$ cat src/rtl/noc_pkg.sv
// Shared deflection-NoC packet helpers: field offsets, packet width and
// local/misrouted classification of an ejected packet.
package noc_pkg;

  typedef enum logic {
    PKT_LOCAL     = 1'b0,
    PKT_MISROUTED = 1'b1
  } pkt_class_e;

  // Wide enough for any address width used on the network.
  localparam int ADDR_MAX_W = 16;

  // Packet layout, MSB first: {v, defl, addr[a_w-1:0], data[d_w-1:0]}.
  function automatic int pkt_w(input int a_w, input int d_w);
    return a_w + d_w + 2;
  endfunction

  function automatic int v_bit(input int a_w, input int d_w);
    return a_w + d_w + 1;
  endfunction

  function automatic int defl_bit(input int a_w, input int d_w);
    return a_w + d_w;
  endfunction

  function automatic int addr_lsb(input int d_w);
    return d_w;
  endfunction

  function automatic pkt_class_e classify(input logic defl,
                                          input logic [ADDR_MAX_W-1:0] addr,
                                          input logic [ADDR_MAX_W-1:0] posx);
    return (!defl && addr == posx) ? PKT_LOCAL : PKT_MISROUTED;
  endfunction

endpackage

$ cat src/rtl/nic_fifo.sv
// Synchronous strict FIFO holding misrouted packets awaiting reinjection.
// The caller guarantees push is legal (not full, or full with a pop).
module nic_fifo #(
  parameter int W     = 35,
  parameter int DEPTH = 2,
  localparam int AW   = $clog2(DEPTH),
  localparam int CW   = $clog2(DEPTH) + 1
) (
  input  logic          clk,
  input  logic          rst,
  input  logic          push,
  input  logic          pop,
  input  logic [W-1:0]  wdata,
  output logic [W-1:0]  head,
  output logic [CW-1:0] count,
  output logic          full,
  output logic          empty
);

  logic [W-1:0]  mem [DEPTH];
  logic [AW-1:0] wr_ptr;
  logic [AW-1:0] rd_ptr;

  // NOTE: sequential state uses non-blocking assignments so every register
  // samples the pre-edge values of the others.
  always_ff @(posedge clk) begin
    if (rst) begin
      wr_ptr <= '0;
      rd_ptr <= '0;
      count  <= '0;
    end else begin
      if (push) wr_ptr <= wr_ptr + AW'(1);
      if (pop)  rd_ptr <= rd_ptr + AW'(1);
      count <= count + CW'(push) - CW'(pop);
    end
  end

  // NOTE: storage is not reset; clearing the pointers and count makes every
  // entry unreachable, which is all a reset has to guarantee.
  always_ff @(posedge clk) begin
    if (push) mem[wr_ptr] <= wdata;
  end

  assign head  = mem[rd_ptr];
  assign full  = (count == CW'(DEPTH));
  assign empty = (count == '0);

endmodule

$ cat src/rtl/client_nic.sv
// Client-side NIC: delivers local ejected packets, buffers and reinjects
// misrouted ones ahead of new client traffic. Optional CLIENT_NIC_THROTTLE_EN
// restricts reinjection to every other cycle.
module client_nic
  import noc_pkg::*;
#(
  parameter int N     = 4,
  parameter int D_W   = 32,
  parameter int A_W   = $clog2(N) + 1,
  parameter int POSX  = 0,
  parameter int DEPTH = 2,
  localparam int PW   = pkt_w(A_W, D_W),
  localparam int OW   = $clog2(DEPTH) + 1
) (
  input  logic           clk,
  input  logic           rst,
  input  logic [PW-1:0]  o_rtr,
  output logic [PW-1:0]  i_rtr,
  input  logic           src_v,
  input  logic [A_W-1:0] src_addr,
  input  logic [D_W-1:0] src_d,
  output logic           src_ready,
  output logic           dst_v,
  output logic [D_W-1:0] dst_d,
  output logic [OW-1:0]  occ,
  output logic           overflow
);

  localparam int V_BIT    = v_bit(A_W, D_W);
  localparam int DEFL_BIT = defl_bit(A_W, D_W);
  localparam int ADDR_LSB = addr_lsb(D_W);

  logic           in_v;
  logic           in_defl;
  logic [A_W-1:0] in_addr;
  logic [D_W-1:0] in_data;
  pkt_class_e     in_class;

  assign in_v     = o_rtr[V_BIT];
  assign in_defl  = o_rtr[DEFL_BIT];
  assign in_addr  = o_rtr[ADDR_LSB +: A_W];
  assign in_data  = o_rtr[D_W-1:0];
  assign in_class = classify(in_defl, ADDR_MAX_W'(in_addr), ADDR_MAX_W'(POSX));

  logic deliver, push_req, push, pop, drop, reinj_ok;
  logic fifo_full, fifo_empty;
  logic [A_W+D_W-1:0] head;

  assign deliver  = in_v && (in_class == PKT_LOCAL);
  assign push_req = in_v && (in_class == PKT_MISROUTED);
  assign pop      = !fifo_empty && reinj_ok;
  // A full FIFO still accepts a push when its head leaves in the same cycle.
  assign push     = push_req && (!fifo_full || pop);
  assign drop     = push_req && fifo_full && !pop;

`ifdef CLIENT_NIC_THROTTLE_EN
  logic phase;

  always_ff @(posedge clk) begin
    if (rst) phase <= 1'b0;
    else     phase <= ~phase;
  end

  assign reinj_ok = phase;
`else
  assign reinj_ok = 1'b1;
`endif

  nic_fifo #(
    .W     (A_W + D_W),
    .DEPTH (DEPTH)
  ) u_fifo (
    .clk   (clk),
    .rst   (rst),
    .push  (push),
    .pop   (pop),
    .wdata ({in_addr, in_data}),
    .head  (head),
    .count (occ),
    .full  (fifo_full),
    .empty (fifo_empty)
  );

  // New traffic waits while anything is buffered or arriving for the buffer.
  assign src_ready = (occ == '0) && !push_req;

  logic [PW-1:0] inj_next;

  // NOTE: defaulting every always_comb output first rules out latches.
  always_comb begin
    inj_next = '0;
    if (pop)                       inj_next = {1'b1, 1'b0, head};
    else if (src_v && src_ready)   inj_next = {1'b1, 1'b0, src_addr, src_d};
  end

  always_ff @(posedge clk) begin
    if (rst) begin
      i_rtr    <= '0;
      dst_v    <= 1'b0;
      dst_d    <= '0;
      overflow <= 1'b0;
    end else begin
      i_rtr <= inj_next;
      dst_v <= deliver;
      if (deliver) dst_d <= in_data;
      if (drop)    overflow <= 1'b1;
    end
  end

endmodule

$ cat config.mk
export PLATFORM = sky130hd
export DESIGN_NAME = client_nic
export DESIGN_NICKNAME = d
export VERILOG_FILES = /design/src/rtl/noc_pkg.sv /design/src/rtl/nic_fifo.sv /design/src/rtl/client_nic.sv
export SDC_FILE = /design/constraint.sdc
export NUM_CORES = 1
export LEC_CHECK = 0
export CAP_MARGIN = 20
export CORE_ASPECT_RATIO = 0.6
export CORE_UTILIZATION = 46
export CTS_CLUSTER_SIZE = 20
export DETAILED_ROUTE_END_ITERATION = 16
export GPL_TIMING_DRIVEN = 0
export MAX_ROUTING_LAYER = met4
export PLACE_DENSITY = 0.76
export SLEW_MARGIN = 20
export SYNTH_ARGS = -nofsm -noshare
export SYNTH_HDL_FRONTEND = slang
export SYNTH_SLANG_ARGS = --single-unit
$ cat constraint.sdc
create_clock -name clk -period 5.8 [get_ports clk]
set_input_delay 0.58 -clock clk [delete_from_list [all_inputs] [get_ports clk]]
set_output_delay 0.58 -clock clk [all_outputs]
set_load 0.01 [all_outputs]
==> run_results.csv <==
group,metric,value,unit
placed_design,gp_routability_congestion,0.8065,
routing,drt_first_iter_violations,196,
placed_design,placedCellCount,724,
routing,routedWlPerCell,19.22,µm
worst_setup_path,worstSetupEndpointType,"output port",
routing,vias_after_detailed_routing,4088,
timing,tightestPinTransition,596.1,ps
status,outcome,"complete, no violations",
yosys,netlist-cell-type-count,28,
yosys,ys.flop_type,"dfxtp_1",
layout,final_core_utilization,67.02,%
worst_setup_path,critPathRequiredTime,5220,ps
yosys,area_leader_netlist,"edfxtp_1",
grt,first_pass_grt_wire_length,22380,µm
worst_setup_path,crit_path_top_delay_cell,"o41a_4",
layout,layout.cells.non_filler,756,
yosys,netlist_instances,413,
yosys,synth.ff_latch_count,145,
yosys,ys_warn_count,0,
yosys,synth_async_sr_flop_share,0,%
clock_tree,worstSkewPairLatency,410,ps
yosys,cell_with_the_most_instances_after_synthesis,"dfxtp_1",
yosys,ys_top_cells_by_count,"dfxtp_1, edfxtp_1, mux2i_1, nand3_1, o32ai_2",
timing,setup_total_negative_slack,0,ps
yosys,mappedNetlistArea,5744,µm²
worst_setup_path,max_stage_delay,570,ps
grt,first_global_vias,3991,
routing,met1_length,6995,µm
worst_setup_path,worstPathArrival,2550,ps
yosys,synth_top_cell_area_share,36.59,%
grt,global_route.usage.total,24.13,%
timing,report.final.setup_viol,0,
yosys,synth-edff-count,70,
routing,routed_wl,14530,µm
floorplanning,dieArea,12950,µm²
worst_setup_path,worstPathCellList,"clkdlybuf4s50_1 -> o41a_4 -> buf_6 -> nor3_1 -> clkdlybuf4s50_1",
timing,clock-skew-final,8.646,ps
layout,filler_cell_count,874,
floorplanning,die_height,88.56,µm
layout,area_growth,41.19,%
floorplanning,pin_count,149,
floorplanning,floorplan.initialDensity,47.47,%
placed_design,numPortBuffers,144,
clock_tree,cts_root_buf,"clkbuf_16",
layout,drive_gt1_share,16.58,%
yosys,synth_area_per_cell,13.91,µm²
worst_hold_path,min-delay-path-class,"reg2reg",
grt,grt_antenna_before_repair,0,
timing,timing.final.hold_violations,0,
clock_tree,ctsHtreeMaxLevel,4,
grt,largest_net_degree_at_the_start_of_global_routing,23,
worst_setup_path,path_delay_family,"buffers and inverters",
placed_design,dp_hpwl,10350,µm
routing,wl_met2,6258,µm
routing,maxUsedRoutingLayer,"met4",
yosys,seq_area_frac_synth,62.73,%
routing,detailroute.wirelength.met3,1131,µm
worst_setup_path,cp.buffers_inverters,3,
clock_tree,postCtsSetupBuffers,0,
clock_tree,cts_repair_resize_count,0,
worst_setup_path,worst_setup_path_start_kind,"primary input",
routing,drt_pass1_iterations,7,
worst_setup_path,critPathMaxFanout,10,
clock_tree,cts_buffer_depth,2,
timing,fin_worst_hold_slack,471.2,ps
layout,insertedDiodeCount,0,
clock_tree,hold_bufs_inserted_after_cts,0,
layout,fin_nets,654,
routing,vias_per_cell,5.407,
timing,grt_setup_unrepaired,"no",
yosys,synthesis.nets,489,
worst_setup_path,worst-setup-path-type,"in2out",
grt,grt_overflow,0,
routing,antenna_left,0,
layout,postLayoutCellArea,8110,µm²
yosys,netlist_top_cells_area,"edfxtp_1, dfxtp_1, o32ai_2",
placed_design,postPlaceCellArea,7456,µm²
timing,final_min_period_over_clock_period,54.00,%
worst_setup_path,critical-path-top-cell-by-count,"clkdlybuf4s50_1",
job,maximum_capacitance_violations,0,
clock_tree,clkSlewWorstSetupHoldPaths,60,ps
power,static-leakage-power,0.002743,µW
routing,drt_drc_violations_left,0,
worst_setup_path,register_to_register_path_setup_slack,4010,ps
timing,fmax,319.3,MHz
timing,min_period,3132,ps
clock_tree,tritoncts.num_buffers,17,
timing,maxSlewHeadroom,60.26,%
clock_tree,cts_tree,"built",
floorplanning,placement_rows,31,
floorplanning,core_area,12100,µm²
timing,finalMaxSlewViolations,0,
power,power_density,322.4,nW/µm²
power,ir_drop,222.9,µV
clock_tree,clock_sink_count,145,
floorplanning,die_width,146.3,µm
==> through the flow <==
stage | total power [µW] | worst slack (ps)
global placement | 1427 | 1280
detailed placement | 1441 | 2666
CTS | 2626 | 2665
floorplan | 1299 | 2616
global route | 2688 | 2594
finish | 2615 | 2668
==> worst paths after layout <==
kind / start / endpoint / cells after the start
worst max-delay path: o_rtr[33] / src_ready / 5
worst max register to register: u_fifo.count[1] / i_rtr[13] / 5
worst min register to register: overflow / overflow / 1
worst min-delay path: overflow / overflow / 1
==> report_power, final <==
part / total, µW / leakage, µW / internal [µW] / switching (µW)
registers: 1140 / 0.00127 / 1130 / 14.2
logic: 277 / 0.00116 / 139 / 138
clock network: 1200 / 0.000320 / 773 / 423
total: 2610 / 0.00274 / 2040 / 575
==> worst register-to-register path: stages, from the launching register on <==
cell	delay, ps
dfxtp_1	350
nor2_1	130
buf_2	270
clkbuf_1	470
nand3_1	230
o32ai_2	260
==> routing by layer <==
layer,GRT usage (%),vias to the layer above
met5,-,-
met4,8.333,0
met3,6.598,13
met2,34.11,166
met1,33.26,2014
li1,-,1895
==> cells in the final DEF (no fill, tap or decap), types with 2 or more instances in the layout <==
cell,n
clkdlybuf4s50_1,144
bufinv_16,4
clkbuf_1,18
dfxtp_1,75
buf_2,20
nand4b_1,32
nand2b_1,33
o32ai_2,34
o21ai_1,2
nor2b_1,4
clkinv_2,2
nor2_1,5
mux2i_1,35
inv_6,3
buf_16,2
nand3_1,35
clkbuf_16,18
xor2_1,2
clkbuf_8,2
o21ai_0,30
buf_6,4
edfxtp_1,70
==> logic make-up after synthesis <==
| logic type | count (synthesis) | synth area share, % |
|---|---|---|
| and+or+nand+nor | 116 | 13.24 |
| buffers and inverters | 43 | 3.834 |
| adders and majority gates | 1 | 0.2178 |
| DFF | 145 | 62.73 |
| xor gates and xnor gates | 3 | 0.4575 |
| other | 1 | 0.06528 |
| muxes | 35 | 6.099 |
| AOI/OAI and AO/OA | 69 | 13.35 |
==> flip-flops by register name (all words and copies together), names as in the netlist, named ones only <==
signal	count
dst_v	1
dst_d	32
u_fifo.count	2
overflow	1
u_fifo.rd_ptr	1
u_fifo.wr_ptr	1
i_rtr	36
u_fifo.mem	70
==> area by class of cell <==
class	count	area, µm²	area share, %
Buffer	43	220.2	2.715
Clock buffer	21	481.7	5.940
Sequential cell	145	3603	44.43
Timing Repair Buffer	146	1496	18.45
Tap cell	165	206.4	2.546
Multi-Input combinational cell	225	1929	23.79
Clock inverter	11	172.7	2.129
(Power assumes the default switching activity.)
